`src/rtl/delay_meter_pkg.sv`:
```
// delay_meter_pkg: shared state encoding and default widths for the delay-chain latency meter
package delay_meter_pkg;
  typedef enum logic [2:0] {IDLE, SETTLE, LAUNCH, WAIT, NEXT, FINISH, ABORT} state_t;
  localparam int CNT_W_DEF = 16;
  localparam int RUNS_LOG2_DEF = 3;
  localparam int SUM_W_DEF = CNT_W_DEF + RUNS_LOG2_DEF;
endpackage

```
`src/rtl/delay_meter_sync_chain.sv`:
```
// sync_chain: STAGES-deep flop synchronizer, async active-low reset to 0
module sync_chain #(
  parameter int STAGES = 2
) (
  input  logic clk,
  input  logic rst_n,
  input  logic d,
  output logic q
);
  logic [STAGES-1:0] ff_q, ff_d;
  always_comb ff_d = {ff_q[STAGES-2:0], d};
  always_ff @(posedge clk or negedge rst_n) begin
    if (!rst_n) ff_q <= '0;
    else ff_q <= ff_d;
  end
  assign q = ff_q[STAGES-1];
endmodule

```
`src/rtl/delay_meter.sv`:
```
// delay_meter: launches edges into a delay chain and reports min/max/avg latency over a batch
module delay_meter
  import delay_meter_pkg::*;
#(
  parameter int              CNT_W       = CNT_W_DEF,
  parameter int              SYNC_STAGES = 2,
  parameter logic [CNT_W-1:0] TIMEOUT_CYC = 16'hFFF0,
  parameter int              SETTLE_CYC  = 4,
  parameter int              RUNS_LOG2   = RUNS_LOG2_DEF
) (
  input  logic             clk,
  input  logic             rst_n,
  input  logic             start,
  input  logic             chain_dout,
  output logic             chain_din,
  output logic             busy,
  output logic             done,
  output logic             timeout,
  output logic [CNT_W-1:0] min_cnt,
  output logic [CNT_W-1:0] max_cnt,
  output logic [CNT_W-1:0] avg_cnt
);
  localparam int SUM_W = CNT_W + RUNS_LOG2;
  localparam int ST_W  = $clog2(SETTLE_CYC + 1);

  state_t state_q, state_d;
  logic sync_q, match, settled, cnt_hit, last_run;
  logic [CNT_W-1:0] cnt_q, cnt_d, min_acc_q, min_acc_d, max_acc_q, max_acc_d;
  logic [CNT_W-1:0] min_cnt_q, min_cnt_d, max_cnt_q, max_cnt_d, avg_cnt_q, avg_cnt_d;
  logic [SUM_W-1:0] sum_q, sum_d;
  logic [ST_W-1:0] stab_q, stab_d;
  logic [RUNS_LOG2-1:0] run_q, run_d;
  logic chain_din_q, chain_din_d, busy_q, busy_d, done_q, done_d, timeout_q, timeout_d;

  sync_chain #(.STAGES(SYNC_STAGES)) u_sync (
    .clk  (clk),
    .rst_n(rst_n),
    .d    (chain_dout),
    .q    (sync_q)
  );

  assign match    = sync_q == chain_din_q;
  assign settled  = match && stab_q == ST_W'(SETTLE_CYC - 1);
  assign cnt_hit  = cnt_q == TIMEOUT_CYC;
  assign last_run = run_q == '1;

  always_ff @(posedge clk or negedge rst_n) begin
    if (!rst_n) begin
      state_q     <= IDLE;
      cnt_q       <= '0;
      stab_q      <= '0;
      run_q       <= '0;
      sum_q       <= '0;
      min_acc_q   <= '0;
      max_acc_q   <= '0;
      chain_din_q <= 1'b0;
      busy_q      <= 1'b0;
      done_q      <= 1'b0;
      timeout_q   <= 1'b0;
      min_cnt_q   <= '0;
      max_cnt_q   <= '0;
      avg_cnt_q   <= '0;
    end else begin
      state_q     <= state_d;
      cnt_q       <= cnt_d;
      stab_q      <= stab_d;
      run_q       <= run_d;
      sum_q       <= sum_d;
      min_acc_q   <= min_acc_d;
      max_acc_q   <= max_acc_d;
      chain_din_q <= chain_din_d;
      busy_q      <= busy_d;
      done_q      <= done_d;
      timeout_q   <= timeout_d;
      min_cnt_q   <= min_cnt_d;
      max_cnt_q   <= max_cnt_d;
      avg_cnt_q   <= avg_cnt_d;
    end
  end

  // A timeout wins over a late match, keeping every captured count below TIMEOUT_CYC.
  always_comb begin
    state_d = state_q;
    case (state_q)
      IDLE:          state_d = start ? SETTLE : IDLE;
      SETTLE:        state_d = settled ? LAUNCH : (cnt_hit ? ABORT : SETTLE);
      LAUNCH:        state_d = WAIT;
      WAIT:          state_d = cnt_hit ? ABORT : (match ? NEXT : WAIT);
      NEXT:          state_d = last_run ? FINISH : SETTLE;
      FINISH, ABORT: state_d = IDLE;
      default:       state_d = IDLE;
    endcase
  end

  always_comb begin
    cnt_d       = cnt_hit ? cnt_q : cnt_q + CNT_W'(1);
    stab_d      = stab_q;
    run_d       = run_q;
    sum_d       = sum_q;
    min_acc_d   = min_acc_q;
    max_acc_d   = max_acc_q;
    chain_din_d = chain_din_q;
    busy_d      = busy_q;
    done_d      = done_q;
    timeout_d   = timeout_q;
    min_cnt_d   = min_cnt_q;
    max_cnt_d   = max_cnt_q;
    avg_cnt_d   = avg_cnt_q;
    case (state_q)
      IDLE: if (start) begin
        busy_d    = 1'b1;
        done_d    = 1'b0;
        timeout_d = 1'b0;
        run_d     = '0;
        sum_d     = '0;
        min_acc_d = '1;
        max_acc_d = '0;
        cnt_d     = '0;
        stab_d    = '0;
      end
      SETTLE: stab_d = match ? stab_q + ST_W'(1) : '0;
      LAUNCH: begin
        chain_din_d = ~chain_din_q;
        cnt_d       = '0;
      end
      WAIT: if (match && !cnt_hit) begin
        sum_d     = sum_q + SUM_W'(cnt_q);
        min_acc_d = cnt_q < min_acc_q ? cnt_q : min_acc_q;
        max_acc_d = cnt_q > max_acc_q ? cnt_q : max_acc_q;
      end
      NEXT: begin
        cnt_d  = '0;
        stab_d = '0;
        run_d  = last_run ? run_q : run_q + RUNS_LOG2'(1);
      end
      FINISH: begin
        min_cnt_d = min_acc_q;
        max_cnt_d = max_acc_q;
        avg_cnt_d = sum_q[SUM_W-1:RUNS_LOG2];
        done_d    = 1'b1;
        busy_d    = 1'b0;
      end
      ABORT: begin
        timeout_d   = 1'b1;
        done_d      = 1'b1;
        busy_d      = 1'b0;
        chain_din_d = 1'b0;
      end
      default: ;
    endcase
  end

  assign chain_din = chain_din_q;
  assign busy      = busy_q;
  assign done      = done_q;
  assign timeout   = timeout_q;
  assign min_cnt   = min_cnt_q;
  assign max_cnt   = max_cnt_q;
  assign avg_cnt   = avg_cnt_q;
endmodule
```
`config.mk`:
```
export PLATFORM = sky130hd
export DESIGN_NAME = delay_meter
export DESIGN_NICKNAME = d
export VERILOG_FILES = /design/src/rtl/delay_meter_pkg.sv /design/src/rtl/delay_meter_sync_chain.sv /design/src/rtl/delay_meter.sv
export SDC_FILE = /design/constraint.sdc
export NUM_CORES = 1
export LEC_CHECK = 0
export CAP_MARGIN = 20
export CORE_AREA = 5 5 132 134
export CTS_CLUSTER_DIAMETER = 150
export CTS_CLUSTER_SIZE = 40
export DETAILED_ROUTE_END_ITERATION = 10
export DIE_AREA = 0 0 137 139
export PLACE_DENSITY = 0.61
export SLEW_MARGIN = 20
export SYNTH_ARGS = -nofsm -noshare
export SYNTH_HDL_FRONTEND = slang
export SYNTH_SLANG_ARGS = --single-unit
```
`constraint.sdc`:
```
create_clock -name clk -period 4.4 [get_ports clk]
set_input_delay 0.44 -clock clk [delete_from_list [all_inputs] [get_ports clk]]
set_output_delay 0.44 -clock clk [all_outputs]
set_load 0.01 [all_outputs]
```
# Word-level counts from Yosys, hierarchy flattened
# Cells that the tools add are included.
op_classes:
  n_addsub: 4
  mul: 0
  n_div: 0
  order_cmp: 2
  eq_ne: 15
  shifts: 0
  n_mux: 32
  n_bitwise: 1
  reduce_logical: 19
op_table:
  columns: ["cell", "n"]
  rows:
  - ["16-bit two-way mux", 8]
  - ["16-bit one-hot mux with 2 select lines", 3]
  - ["19-bit two-way mux", 2]
  - ["19-bit one-hot mux with 2 select lines", 1]
  - ["3-bit two-way mux", 8]
  - ["19-bit by 16-bit adder with 19-bit output", 1]
  - ["16-bit by 1-bit adder with 16-bit output, second input constant", 1]
  - ["16-bit equality test, second input constant", 1]
  - ["16-bit > comparator", 1]
  - ["16-bit < comparator", 1]
  - ["3-bit one-hot mux with 5 select lines", 1]
  - ["3-bit equality test, second input constant", 4]
  - ["2-bit inequality test, second input constant", 5]
  - ["2-bit nonzero test", 5]
  - ["3-bit by 2-bit equality test with 1-bit output, second input constant", 3]
  - ["3-bit one-hot mux with 3 select lines", 1]
  - ["1-bit one-hot mux with 2 select lines", 4]
  - ["4-bit AND reduction", 2]
  - ["3-bit by 1-bit adder with 3-bit output, second input constant", 2]
  - ["3-bit one-hot mux with 2 select lines", 1]
  - ["2-bit AND reduction", 3]
  - ["3-bit AND reduction", 2]
  - ["2-bit OR reduction", 2]
  - ["3-bit by 1-bit equality test with 1-bit output, second input constant", 1]
  - ["other kinds (7)", 10]
word_totals:
  regBits: 130
  latchBits: 0
  ram_bits: 0
  romBits: 0
  in_bits: 4
  out_inout_bits: 52
  elab_cells: 88
  n_memories: 0

# Logic depth before layout (Yosys ltp)
depth:
  ltp_word: 5
  depth_mapped: 9
  depth_no_buf: 8

# Cells and area by module
# A second synthesis with hierarchy kept.
hier_totals:
  cells_unflattened: 704
  hier_area_um2: 6947.9
by_module_without_submodules:
  columns: ["module", "n_inst", "cells_each", "area_per_inst_um2", "seq_area_each_um2"]
  rows:
  - ["delay_meter", 1, 702, 6897.9, 3203.1]
  - ["sync_chain", 1, 2, 50.0, 50.0]

# Worst setup path after synthesis
# Ideal clock, no wire load.
synth_timing:
  path_kind: "register to register"
  startpoint: "register cnt_q[0]"
  endpoint: "register sum_q[16]"
  setup_ns: 0.069
  arrival_time_ns: 2.244
  required_time_ns: 4.331
  setup_slack_ns: 2.087
  stages_incl_launch_ff: 9
  path_buffers: 0
  synth_period_minus_slack_ns: 2.313
  cell_sequence: "dfrtp_1 -> ha_1 -> fa_1 -> a21oi_1 -> o211ai_1 -> o211ai_1 -> o31ai_1 -> or4b_1 -> nand3_1"
synth_between:
  elab_chain_len: 5
  elab_cells_between_ends: 8
  classes_between: "1 x add/sub; 2 x eq/ne; 2 x mux; 3 x reduce/logical"
synth_rtl:
  columns: ["item", "line_no", "text"]
  rows:
  - ["start, declared", "delay_meter.sv:28", "logic [CNT_W-1:0] cnt_q, cnt_d, min_acc_q, min_acc_d, max_acc_q, max_acc_d;"]
  - ["start signal, assigned", "delay_meter.sv:65", "cnt_q <= cnt_d;"]
  - ["parallel branches: the longest is 5 deep, another holds 19-bit by 16-bit adder with 19-bit output", null, null]
  - ["end signal, assigned", "delay_meter.sv:68", "sum_q <= sum_d;"]
  - ["end, declared", "delay_meter.sv:30", "logic [SUM_W-1:0] sum_q, sum_d;"]
# Parallel ways; which one is timed is not known. The select of a mux whose other input is x is not followed.
# A chain may end at the register's enable or synchronous reset.

# Worst setup path after layout
layout_timing:
  startpoint: "register state_q[0]"
  endpoint: "register max_acc_q[11]"
layout_between:
  elab_chain_len: 3
  elab_cells_between_ends: 8
  classes_between: "4 x eq/ne; 1 x mux; 3 x reduce/logical"
layout_rtl:
  columns: ["item", "line_no", "text"]
  rows:
  - ["start, declared", "delay_meter.sv:26", "state_t state_q, state_d;"]
  - ["start signal, assigned", "delay_meter.sv:64", "state_q <= state_d;"]
  - ["3-bit by 2-bit equality test with 1-bit output / 3-bit zero test (equally long branches)", "delay_meter.sv:109", "case (state_q)"]
  - ["2-bit inequality test (no line) / 2-bit nonzero test (equally long branches)", null, null]
  - ["4-bit AND reduction (no line)", null, null]
  - ["end signal, assigned", "delay_meter.sv:70", "max_acc_q <= max_acc_d;"]
  - ["end, declared", "delay_meter.sv:28", null]
# Several ways; a longest one is shown, not always the timed one.

==> metrics <==
PostCTS Resize Cnt=0; CP Capture Type=register; power density over the cells=around 530 nW/um2; outcome=finished clean; most used routing layer=met2; GPL Wtd Cong=0.913; Worst EP required=4.74 ns; Cell Rows=47; Yosys top cell area share=46.1%; Final ANT Viol Nets=0; Post-synth EDFFs=0; Syn Area/Cell=9.92 um2; met2 usage in global routing=28.6%; Hold Path Class=primary input to async pin; Clock Pin Slew Worst Setup and Hold Paths=0.06 ns; pin count of the biggest net entering global routing=74; crit-path cells=nor2b_4, and2_1, nand3_4, a211oi_4, buf_4, mux2i_1; htree depth=4; first-pass GRT wire length=26,800 um; IO buf count=55; met3 usage=3.70%; Die ar.=19,000 um2; post-route setup slack=1.43 ns; slowest CP cell=and2_1; count leader, synth=dfrtp_1; Root Buffer=clkbuf_16; CP Max Fanout=37; R2R cell count=6; hold buffers post-CTS=0; #FFs+latches synth=130; drt pass-1 iters=6; R2R Setup Slk=1.43 ns; Inst Count DP=between 900 and 1,000; Initial Util=43.6%; # IOs=56; antenna violations before repair=0; synth top area cells=dfrtp_1, ha_1, mux2i_1; # fillers=1,477; crit start category=register; Sum Neg Setup Slack=0 ns; Max IR drop VDD=0.000278 V; # diodes=0; Final setup viols=0; worst slack, placed=1.40 ns; post-DR vias/cell=~5.3; vias in the first global route=5,280; die height=139 um; via count=5,289; clk_lat worst skew=roughly 0.42 ns; Mapped Area=7050 um2; Wirelength per Cell=16.2 um; DRC=0; share of layout cells above drive strength 1=9.15%; Max Freq=336 MHz; Main synth FF type=dfrtp_1; CTS buffer count=17; register area=3250 um2; initial DRC count=267; Post-synth top cells=dfrtp_1, nand2_1, o21ai_0; clk sink count=130; maxcap violations=0; WP data arrival=3.31 ns; Remaining Overflow, GRT=0; post-route insts no fill=about 1,000; sequential share of the synthesized area=46.1%; Nets=821; Critical Setup Path Class=register to register; CORE AREA=between 15,000 and 20,000 um2; terminus of the critical flop-to-flop path=max_acc_q[11]$_DFFE_PN0P_; total wire length=between 15,000 and 20,000 um; Final Max Tran Viols=0; GRT met1 Usage=23.7%; Hold Vio Cnt, Final=0; max incr delay on CP=0.71 ns; Die Width=137 um; detailed placement HPWL=11,900 um; Design Power=between 4000 and 5000 uW; # Post-CTS Setup Buffers=0; cells after synthesis=between 700 and 800; clock buffer depth=2; Multi-input gate area=~3400 um2; RSZ-0062 raised after global routing=no; distinct cell type count of the synthesized netlist=58; synth warn=0; minimum clock period=2.97 ns; Hold Slack=0.168 ns; Slew HR=about a third; CTS tree=done; Clock Skews=0.00591 ns; Net Count, Synth=769; GR Util All Layers=17.8%; Synth area leader=dfrtp_1; Reg-to-Reg Start=state_q[0]$_DFF_PN0_; Layout area overhead=18.5%; ys async rst share=100%; period utilisation layout=about 68%; Worst-Margin Slew=0.967 ns; Lkg Pwr=0.00397 uW
kinds of logic (layout without fill, tap and decap cells):
family	count (synthesis)	in the layout	share of synthesized area, %
simple gates	213	213	14.6
compound gates	150	150	13.4
buf+inv	85	150	5.06
xor+xnor	28	28	3.58
fa+ha+maj	54	54	9.69
mux	51	51	7.56
flops	130	130	46.1
report_power, final:
part | switching [uW] | internal, uW | leakage, uW
Sequential | 232 | 1470 | 0.00168
Combinational | 691 | 664 | 0.00201
Clock | 510 | 841 | 0.000272
Total | 1430 | 2980 | 0.00397
metal layers:
| metal | wire length (um) | share of wire (%) | vias up |
|---|---|---|---|
| met5 | 0 | 0 | - |
| met4 | 353 | 2.2 | 0 |
| met3 | 429 | 2.7 | 26 |
| met2 | 7800 | 48 | 82 |
| met1 | 7570 | 47 | 2586 |
| li1 | - | - | 2595 |
stage by stage:
stage / utilization (%) / cell area [um2]
after floorplan: - / 7050
after global placement: 48.2 / 7790
after detailed placement: 48.2 / 7790
after CTS: 51.7 / 8360
after global routing: 51.7 / 8360
final: 51.7 / 8360
sequential cells by signal (all words and copies together) (netlist names), 2 cells and up:
register and count:
sum_q 19, max_cnt 16, cnt_q 16, max_acc_q 16, avg_cnt 16, min_cnt 16
u_sync.ff_q 2, min_acc_q 16, state_q 3, stab_q 3, run_q 3
cells in the final DEF, fill, tap and decap left out, types with 4 or more instances in the layout:
cell,n
nand2_1,86
mux2i_1,33
clkbuf_16,17
a211oi_1,6
inv_1,55
and3_1,6
nor2b_1,4
a22o_1,4
dfrtp_1,130
and4_1,5
nor2_1,45
a311oi_1,4
o21a_1,4
o21ai_0,65
nor3_1,7
o31ai_1,6
clkdlybuf4s50_1,54
nand4_1,6
ha_1,53
mux2_2,18
xor2_1,4
a21oi_1,36
xnor2_1,23
nand3_1,33
clkinv_2,6
buf_4,9
critical path: cells and delay by family (launching register included):
kind	cells	cell delay [ns]
and+or+nand+nor	3	1.44
DFF	1	0.57
buffers and inverters	1	0.33
AOI/OAI and AO/OA	1	0.32
muxes	1	0.22
final cells by class:
cell class | instances | area share (%)
Clock inverter | 11 | 1.35
Tap cell | 220 | 3.29
Inverter | 55 | 2.47
Multi-Input combinational cell | 496 | 41.3
Sequential cell | 130 | 38.9
Timing Repair Buffer | 63 | 7.28
Clock buffer | 21 | 5.39
worst max path at each step:
stage / depth (start not counted) / slack, ns / end / from
global route: 6 / 1.21 / max_acc_q[13]$_DFFE_PN0P_ / state_q[0]$_DFF_PN0_
floorplan: 8 / 2.09 / sum_q[16]$_DFFE_PN0P_ / cnt_q[0]$_DFF_PN0_
detailed placement: 6 / 1.40 / max_acc_q[3]$_DFFE_PN0P_ / state_q[2]$_DFF_PN0_
finish: 6 / 1.43 / max_acc_q[11]$_DFFE_PN0P_ / state_q[0]$_DFF_PN0_
CTS: 6 / 1.40 / max_acc_q[3]$_DFFE_PN0P_ / state_q[2]$_DFF_PN0_
global placement: 6 / 1.53 / max_acc_q[11]$_DFFE_PN0P_ / state_q[2]$_DFF_PN0_
Note: power is estimated with default switching activity, not from simulation.
